`config.mk`:
```
export PLATFORM = sky130hd
export DESIGN_NAME = mmio_rgb_pwm_flat
export DESIGN_NICKNAME = d
export VERILOG_FILES = /design/src/rtl/mmio_rgb_pwm_if.sv /design/src/rtl/mmio_rgb_pwm.sv /design/src/flat_wrapper.sv
export SDC_FILE = /design/constraint.sdc
export NUM_CORES = 1
export LEC_CHECK = 0
export CAP_MARGIN = 0
export CORE_AREA = 2 2 164 166
export CTS_BUF_LIST = sky130_fd_sc_hd__clkbuf_2 sky130_fd_sc_hd__clkbuf_4 sky130_fd_sc_hd__clkbuf_8
export CTS_CLUSTER_SIZE = 28
export DETAILED_ROUTE_END_ITERATION = 10
export DIE_AREA = 0 0 166 168
export GPL_ROUTABILITY_DRIVEN = 0
export SYNTH_ARGS = -nofsm -noshare
export SYNTH_HDL_FRONTEND = slang
export SYNTH_SLANG_ARGS = --single-unit
export TNS_END_PERCENT = 20
```
`constraint.sdc`:
```
create_clock -name clk -period 2.66 [get_ports clk]
set_input_delay 0.266 -clock clk [delete_from_list [all_inputs] [get_ports clk]]
set_output_delay 0.266 -clock clk [all_outputs]
set_load 0.01 [all_outputs]
```
`src/rtl/mmio_rgb_pwm_if.sv`:
```
// Load/store port bundle between the core's data bus and the RGB PWM / timebase peripheral.
// The master drives strobes, address and store data; the slave returns load data and the window hit.
interface mmio_rgb_pwm_if;
    logic        wen;
    logic        ren;
    logic [31:0] addr;
    logic [31:0] wdata;
    logic [3:0]  wmask;
    logic [31:0] rdata;
    logic        hit;

    modport master (
        output wen, ren, addr, wdata, wmask,
        input  rdata, hit
    );

    modport slave (
        input  wen, ren, addr, wdata, wmask,
        output rdata, hit
    );
endinterface

```
`src/rtl/mmio_rgb_pwm.sv`:
```
// Memory-mapped RGB LED PWM with double-buffered duty plus free-running microsecond/millisecond counters.
// Duty changes reach the pins only at a PWM period boundary, so a sweep never produces a partial period.
module mmio_rgb_pwm #(
    parameter logic [31:0] BASE_ADDR   = 32'hFFFF_FFE0,
    parameter int unsigned PWM_BITS    = 8,
    parameter int unsigned PRESCALE    = 1,
    parameter int unsigned CLKS_PER_US = 12,
    parameter bit          ACTIVE_LOW  = 1'b1
) (
    input  logic          clk,
    input  logic          rst_n,
    mmio_rgb_pwm_if.slave bus,
    output logic          RGB_R,
    output logic          RGB_G,
    output logic          RGB_B
);

    localparam int unsigned PS_W = (PRESCALE > 1) ? $clog2(PRESCALE) : 1;
    localparam int unsigned US_W = (CLKS_PER_US > 1) ? $clog2(CLKS_PER_US) : 1;

    typedef enum logic [1:0] {
        REG_CTRL   = 2'd0,
        REG_DUTY   = 2'd1,
        REG_MICROS = 2'd2,
        REG_MILLIS = 2'd3
    } reg_e;

    logic                     en;
    logic [2:0][PWM_BITS-1:0] duty_shadow;
    logic [2:0][PWM_BITS-1:0] duty_active;
    logic [PS_W-1:0]          presc;
    logic [PWM_BITS-1:0]      pwm_cnt;
    logic [US_W-1:0]          us_div;
    logic [9:0]               ms_sub;
    logic [31:0]              micros;
    logic [31:0]              millis;

    reg_e        sel;
    logic        wr;
    logic        pwm_tick;
    logic        pwm_wrap;
    logic        us_tick;
    logic [31:0] rd_word;
    logic [2:0]  lit;

    // Byte-offset bits and the unused upper byte lane carry no information for this block.
    logic unused_bits;
    assign unused_bits = ^{bus.addr[1:0], bus.wdata[31:24], bus.wmask[3]};

    assign bus.hit  = (bus.addr[31:4] == BASE_ADDR[31:4]);
    assign sel      = reg_e'(bus.addr[3:2]);
    assign wr       = bus.wen && bus.hit;
    assign pwm_tick = (presc == PS_W'(PRESCALE - 1));
    assign pwm_wrap = pwm_tick && (pwm_cnt == '1);
    assign us_tick  = (us_div == US_W'(CLKS_PER_US - 1));

    // NOTE: sequential state uses non-blocking assignments so every flop samples pre-edge values,
    // which is what makes a same-cycle read and write return the old register contents.
    always_ff @(posedge clk or negedge rst_n) begin
        if (!rst_n) begin
            en <= 1'b0;
        end else if (wr && sel == REG_CTRL && bus.wmask[0]) begin
            en <= bus.wdata[0];
        end
    end

    always_ff @(posedge clk or negedge rst_n) begin
        if (!rst_n) begin
            duty_shadow <= '0;
        end else if (wr && sel == REG_DUTY) begin
            for (int c = 0; c < 3; c++) begin
                if (bus.wmask[c]) duty_shadow[c] <= bus.wdata[8*c +: PWM_BITS];
            end
        end
    end

    // While disabled the divider is parked at zero and the active duty follows the shadow,
    // so enabling starts a fresh period at pwm_cnt == 0 with the latest duty.
    always_ff @(posedge clk or negedge rst_n) begin
        if (!rst_n) begin
            presc       <= '0;
            pwm_cnt     <= '0;
            duty_active <= '0;
        end else if (!en) begin
            presc       <= '0;
            pwm_cnt     <= '0;
            duty_active <= duty_shadow;
        end else begin
            presc <= pwm_tick ? '0 : presc + 1'b1;
            if (pwm_tick) pwm_cnt <= pwm_cnt + 1'b1;
            if (pwm_wrap) duty_active <= duty_shadow;
        end
    end

    always_ff @(posedge clk or negedge rst_n) begin
        if (!rst_n) begin
            us_div <= '0;
            ms_sub <= '0;
            micros <= '0;
            millis <= '0;
        end else begin
            us_div <= us_tick ? '0 : us_div + 1'b1;
            if (us_tick) begin
                micros <= micros + 32'd1;
                if (ms_sub == 10'd999) begin
                    ms_sub <= '0;
                    millis <= millis + 32'd1;
                end else begin
                    ms_sub <= ms_sub + 10'd1;
                end
            end
        end
    end

    // NOTE: every combinational output gets a default first so no path can infer a latch.
    always_comb begin
        rd_word = '0;
        case (sel)
            REG_CTRL:   rd_word[0] = en;
            REG_DUTY: begin
                for (int c = 0; c < 3; c++) rd_word[8*c +: PWM_BITS] = duty_shadow[c];
            end
            REG_MICROS: rd_word = micros;
            REG_MILLIS: rd_word = millis;
            default:    rd_word = '0;
        endcase
    end

    always_ff @(posedge clk or negedge rst_n) begin
        if (!rst_n) begin
            bus.rdata <= '0;
        end else if (bus.ren) begin
            bus.rdata <= bus.hit ? rd_word : '0;
        end
    end

    // Pins decode straight from flops, so an asynchronous reset darkens them without a clock.
    always_comb begin
        lit = '0;
        for (int c = 0; c < 3; c++) lit[c] = en && (pwm_cnt < duty_active[c]);
    end

    assign RGB_R = lit[0] ^ ACTIVE_LOW;
    assign RGB_G = lit[1] ^ ACTIVE_LOW;
    assign RGB_B = lit[2] ^ ACTIVE_LOW;

endmodule

```
`src/flat_wrapper.sv`:
```
// flat-port wrapper written by rule: the top's interface ports become plain ports
module mmio_rgb_pwm_flat 
#(
    parameter logic [31:0] BASE_ADDR   = 32'hFFFF_FFE0,
    parameter int unsigned PWM_BITS    = 8,
    parameter int unsigned PRESCALE    = 1,
    parameter int unsigned CLKS_PER_US = 12,
    parameter bit          ACTIVE_LOW  = 1'b1
)
  (clk, rst_n, RGB_R, RGB_G, RGB_B, bus_wen, bus_ren, bus_addr, bus_wdata, bus_wmask, bus_rdata, bus_hit);
  mmio_rgb_pwm_if bus_i ();
  input  logic clk;
  input  logic rst_n;
  output logic RGB_R;
  output logic RGB_G;
  output logic RGB_B;
  input wire logic [$bits(bus_i.wen)-1:0] bus_wen;
  input wire logic [$bits(bus_i.ren)-1:0] bus_ren;
  input wire logic [$bits(bus_i.addr)-1:0] bus_addr;
  input wire logic [$bits(bus_i.wdata)-1:0] bus_wdata;
  input wire logic [$bits(bus_i.wmask)-1:0] bus_wmask;
  output wire logic [$bits(bus_i.rdata)-1:0] bus_rdata;
  output wire logic [$bits(bus_i.hit)-1:0] bus_hit;
  assign bus_i.wen = bus_wen;
  assign bus_i.ren = bus_ren;
  assign bus_i.addr = bus_addr;
  assign bus_i.wdata = bus_wdata;
  assign bus_i.wmask = bus_wmask;
  assign bus_rdata = bus_i.rdata;
  assign bus_hit = bus_i.hit;
  mmio_rgb_pwm #(.BASE_ADDR(BASE_ADDR), .PWM_BITS(PWM_BITS), .PRESCALE(PRESCALE), .CLKS_PER_US(CLKS_PER_US), .ACTIVE_LOW(ACTIVE_LOW)) u_core (.clk(clk), .rst_n(rst_n), .bus(bus_i), .RGB_R(RGB_R), .RGB_G(RGB_G), .RGB_B(RGB_B));
endmodule
```
# Yosys cells after proc, flatten, opt, wreduce, memory -nomap -nowiden
# Cells that the tools add are included.
[word_totals]
word_cells = 61
ff_bits = 168
out_inout_bits = 36
inputBits = 72
[classes]
bitwise_logic = 4
add_sub_neg = 6
reduce_logical = 13
eq_ne = 9
magnitude_cmp = 3
mux = 12
[op_table]
columns = ["cell", "n"]
rows = [
  ["23-bit case mux with 3 select lines", 1],
  ["32-bit by 1-bit adder with 32-bit output (second input constant)", 2],
  ["24-bit 2-to-1 mux", 2],
  ["32-bit 2-to-1 mux", 1],
  ["28-bit == test (second input constant)", 1],
  ["8-bit less-than comparator", 3],
  ["8-bit 2-to-1 mux", 2],
  ["8-bit case mux with 2 select lines", 1],
  ["10-bit by 1-bit adder with 10-bit output (second input constant)", 1],
  ["10-bit == test (second input constant)", 1],
  ["10-bit 2-to-1 mux", 1],
  ["8-bit by 1-bit adder with 8-bit output (second input constant)", 1],
  ["8-bit == test (second input constant)", 1],
  ["1-bit logical AND", 8],
  ["2-bit AND reduction", 4],
  ["4-bit by 1-bit adder with 4-bit output (second input constant)", 1],
  ["2-bit == test (second input constant)", 2],
  ["4-bit == test (second input constant)", 1],
  ["4-bit 2-to-1 mux", 1],
  ["2-bit inequality test (second input constant)", 2],
  ["1-bit NOT", 4],
  ["1-bit case mux with 4 select lines", 1],
  ["2-bit by 1-bit == test with 1-bit output (second input constant)", 1],
  ["2-bit logical NOT", 1],
  ["2 further kinds", 3],
]

# Longest topological paths before layout
[depth]
word_depth = 4
mapped_depth = 8
depth_no_buf = 6

# Least setup slack after synthesis
# OpenSTA, ideal clock, no wires.
[synth_path]
path_type = "input port to flip-flop"
start = "input bus_addr[4]"
end = "register u_core.duty_shadow[10] in the netlist's numbering"
arrival_time_ns = 1.986
path_slack_ns = 0.549
cell_stages = 6
setup_time_ns = 0.125
path_cell_list = "nand4b_1 or4_1 nor4_4 and4_1 buf_4 mux2_2"
[synth_between]
elab_chain_len = 4
[synth_rtl]
columns = ["element", "line", "rtl"]
rows = [
  ["start: declaration", "flat_wrapper.sv:19", "input wire logic [$bits(bus_i.addr)-1:0] bus_addr;"],
  ["28-bit == test", "mmio_rgb_pwm.sv:50", "assign bus.hit = (bus.addr[31:4] == BASE_ADDR[31:4]);"],
  ["net bus_hit", "flat_wrapper.sv:23", "output wire logic [$bits(bus_i.hit)-1:0] bus_hit;"],
  ["1-bit logical AND", "mmio_rgb_pwm.sv:52", "assign wr = bus.wen && bus.hit;"],
  ["1-bit logical AND", "mmio_rgb_pwm.sv:70", "end else if (wr && sel == REG_DUTY) begin"],
  ["2-bit AND reduction (no source line)", "-", ""],
  ["end signal: indexed assignment", "mmio_rgb_pwm.sv:72", "if (bus.wmask[c]) duty_shadow[c] <= bus.wdata[8*c +: PWM_BITS];"],
  ["end: declaration", "mmio_rgb_pwm.sv:29", "logic [2:0][PWM_BITS-1:0] duty_shadow;"],
]
# The timed path passes the listed nets, and every way through them passes these cells.
# A chain may end at the register's enable or synchronous reset.

# Final worst setup path
[layout_path]
start = "input bus_addr[17]"
end = "output bus_hit"
[layout_between]
elab_chain_len = 1
[layout_rtl]
columns = ["element", "line"]
rows = [
  ["28-bit == test", "mmio_rgb_pwm.sv:50"],
  ["end: declaration", "flat_wrapper.sv:23"],
]
# No other way between the ends.

==> results.md <==
- Setup crit start kind: input pin
- Setup bufs post-CTS: 0
- #FFs+latches synth: around 170
- Final WL: 19.3 mm
- Final setup TNS: 0 ns
- Die W: roughly 170 um
- Drt wl/cell: ~16 um
- Die H: between 150 and 200 um
- Post-synthesis cell type with the largest combined area: dfrtp_1
- Reg2reg setup slack: between 0.3 and 0.4 ns
- Post-Place Cells: between 1,000 and 1,500
- Antenna-violating nets left: 0
- Final setup viols: 0
- Register area: roughly 0.0042 mm2
- Yosys warning total: 0
- Slew @ Worst Pin: ~1.1 ns
- Area Overhead vs Synth: 22.8%
- EDFF count, synth: 0
- WP data required: 2.39 ns
- Post-synthesis cell type count: 43
- Worst vdd ir: between 200 and 300 uV
- Total grt overflow: 0
- Starting DRT DRC Count: roughly 350
- RSZ-0062 raised after global routing: no
- Top FF cell, synth: dfrtp_1
- DR DRC count: 0
- Die area: between 0.02 and 0.03 mm2
- WS Path Type: input pin to output port
- First drt pass iteration count: 4
- Top-count cell post-synth: dfrtp_1
- Maxcap violations: 0
- Arrival @ worst endpoint: 2.32 ns
- Number of primary I/O pins: between 100 and 150
- CP Capture Type: output port
- Post-synth top cells: dfrtp_1, nand2_1, mux2_2
- Lkg Pwr: ~4.4 nW
- Hold Path Class: input pin to async pin
- Slew Viols, Final: 0
- Final core occ: a little under two fifths
- Sink Count: 167
- Vias in the first global route: approximately 5,900
- DP HPWL: approximately 14 mm
- Synth Area per Inst: about 11 um2
- CTS tree: built
- Seq/Total Area, Yosys: roughly half
- Gr usage total: 14.3%
- Syn Inst Count: approximately 770
- First-pass GRT wire length: roughly 32 mm
- Root Buffer: clkbuf_8
- Clk slew on worst S/H paths: 0.10 ns
- Initial antenna violation count: 0
- CTS H-tree lvls: 4
- Row count: 60
- Number of diodes: 0
- Core area: between 0.02 and 0.03 mm2
- Final Hold Vio Count: 0
- Max-slew headroom: between 20% and 30%
- Clock Path Buffers: 2
- Worst R2R Path Depth: 6
- Synthesized area: about 0.0082 mm2
- Clock skew: ~0.013 ns
- Port Buf Inserts: 96
- Crit path from: bus_addr[17]
- Tcrit/Tclk final: between 90% and 100%
- Via density: a little under 5
- Power Dens Cells: 455 mW/mm2
- Asr flop ratio synth: 100%
- Syn nets: between 800 and 900
- CTS buffer count: 17
- Crit path time final: around 2.6 ns
- Via count: ~6,000
- Nets: slightly below 1,000
- Ratio of cells with drive above 1 in the final layout: about 15%
- Ranking of synthesized cells by area: dfrtp_1, mux2_2, xnor2_1, nand2_1, ha_1
- Worst skew pair latency: between 0.4 and 0.5 ns
- # fillers: between 2,000 and 3,000
- Final worst setup slack: 0.0751 ns
- Top cell type's share of synthesized area: 51.0%
- Worst R2R Start: u_core.ms_sub[0]
- R2r endpoint: u_core.millis[29]
- Status: finished clean
- Post-Layout Cell Count: around 1,200
- Setup WS pre-CTS: around 0.028 ns
- Max Freq: around 390 MHz
- Initial Util: 31.1%
- Worst-path maximum fanout: 6
- Largest net degree at the start of global routing: 50
- Multi-input gate area: between 0.003 and 0.004 mm2
[layout make-up]
class	count	area share, %
Sequential cell	167	41.5
Timing Repair Buffer	122	11.8
Multi-Input combinational cell	516	36.4
Tap cell	341	4.24
Clock buffer	17	2.32
Inverter	58	2.16
Clock inverter	15	1.53
[critical path, stage by stage]
cell and delay [ns]:
clkdlybuf4s50_1 0.47, nand4_1 0.10, or4_1 0.57, nor4_4 0.15, buf_4 0.21, clkdlybuf4s50_1 0.55
[metal layers]
metal	GRT usage, %	wire length (um)
met1	20.7	9500
met3	3.67	1010
met2	21.5	8530
met5	0	0
met4	3.36	226
[cell usage in the layout, fill, tap and decap left out, drive strengths merged, types with 7 or more instances in the layout]
cell / netlist / routed
xnor2: 51 / 51
inv: 58 / 69
a21oi: 7 / 7
clkbuf: 19 / 17
and4: 11 / 11
dfrtp: 167 / 167
nand3: 34 / 34
a22o: 23 / 23
o22ai: 31 / 31
clkdlybuf4s50: 0 / 91
a21o: 10 / 10
buf: 14 / 27
mux2: 60 / 60
xor2: 20 / 20
nor2: 18 / 18
nor4: 9 / 9
and3: 11 / 11
ha: 26 / 26
o21ai: 35 / 35
nand2: 98 / 98
and2: 11 / 11
nand4: 30 / 30
[sequential cells by signal (all words and copies together), names as in the netlist]
signal              count
u_core.millis          32
u_core.pwm_cnt          8
u_core.ms_sub          10
u_core.duty_shadow     24
u_core.duty_active     24
u_core.en               1
u_core.bus.rdata       32
u_core.us_div           4
u_core.micros          32
[cell families (layout without fill, tap and decap cells)]
family,after synthesis,count (layout),share of synthesized area (%)
simple gates,246,246,15.7
flops,167,167,51.0
compound gates,111,111,8.76
buf+inv,91,212,4.39
xor+xnor,71,71,7.58
mux,62,62,8.64
fa+ha+maj,26,26,3.97
[what timing repair did]
item / CTS / global route
hold buffers: 1 / 0
gates resized for setup: 1 / 3
hold endpoints to repair: 39 / 0
endpoints found under the setup margin: 1 / 3
[power breakdown]
group          internal (W)    switching (W)  total, W
clock network      0.000781          0.00106   0.00184
logic              0.000103         0.000111  0.000213
registers           0.00254  0.0000000000101   0.00254
[through the flow]
step                      area (um2)  power (W)  hold slack (ns)
final                          10100    0.00459            0.284
after global routing           10100    0.00480            0.280
after CTS                      10100    0.00465            0.267
after detailed placement        9660    0.00280            0.217
after global placement          9660    0.00280            0.219
after floorplan                 8200    0.00263          -0.0296
[how the worst max path moves through the flow]
stage                        endpoint  slack (ns)  depth (start not counted)
6_report                      bus_hit        0.08                          6
5_1_grt                       bus_hit        0.02                          6
4_1_cts                         RGB_R        0.02                          6
3_5_place_dp   u_core.duty_shadow[14]        0.03                          8
3_3_place_gp    u_core.duty_shadow[8]        0.02                          8
2_1_floorplan  u_core.duty_shadow[10]        0.55                          6
(Power assumes the default switching activity.)
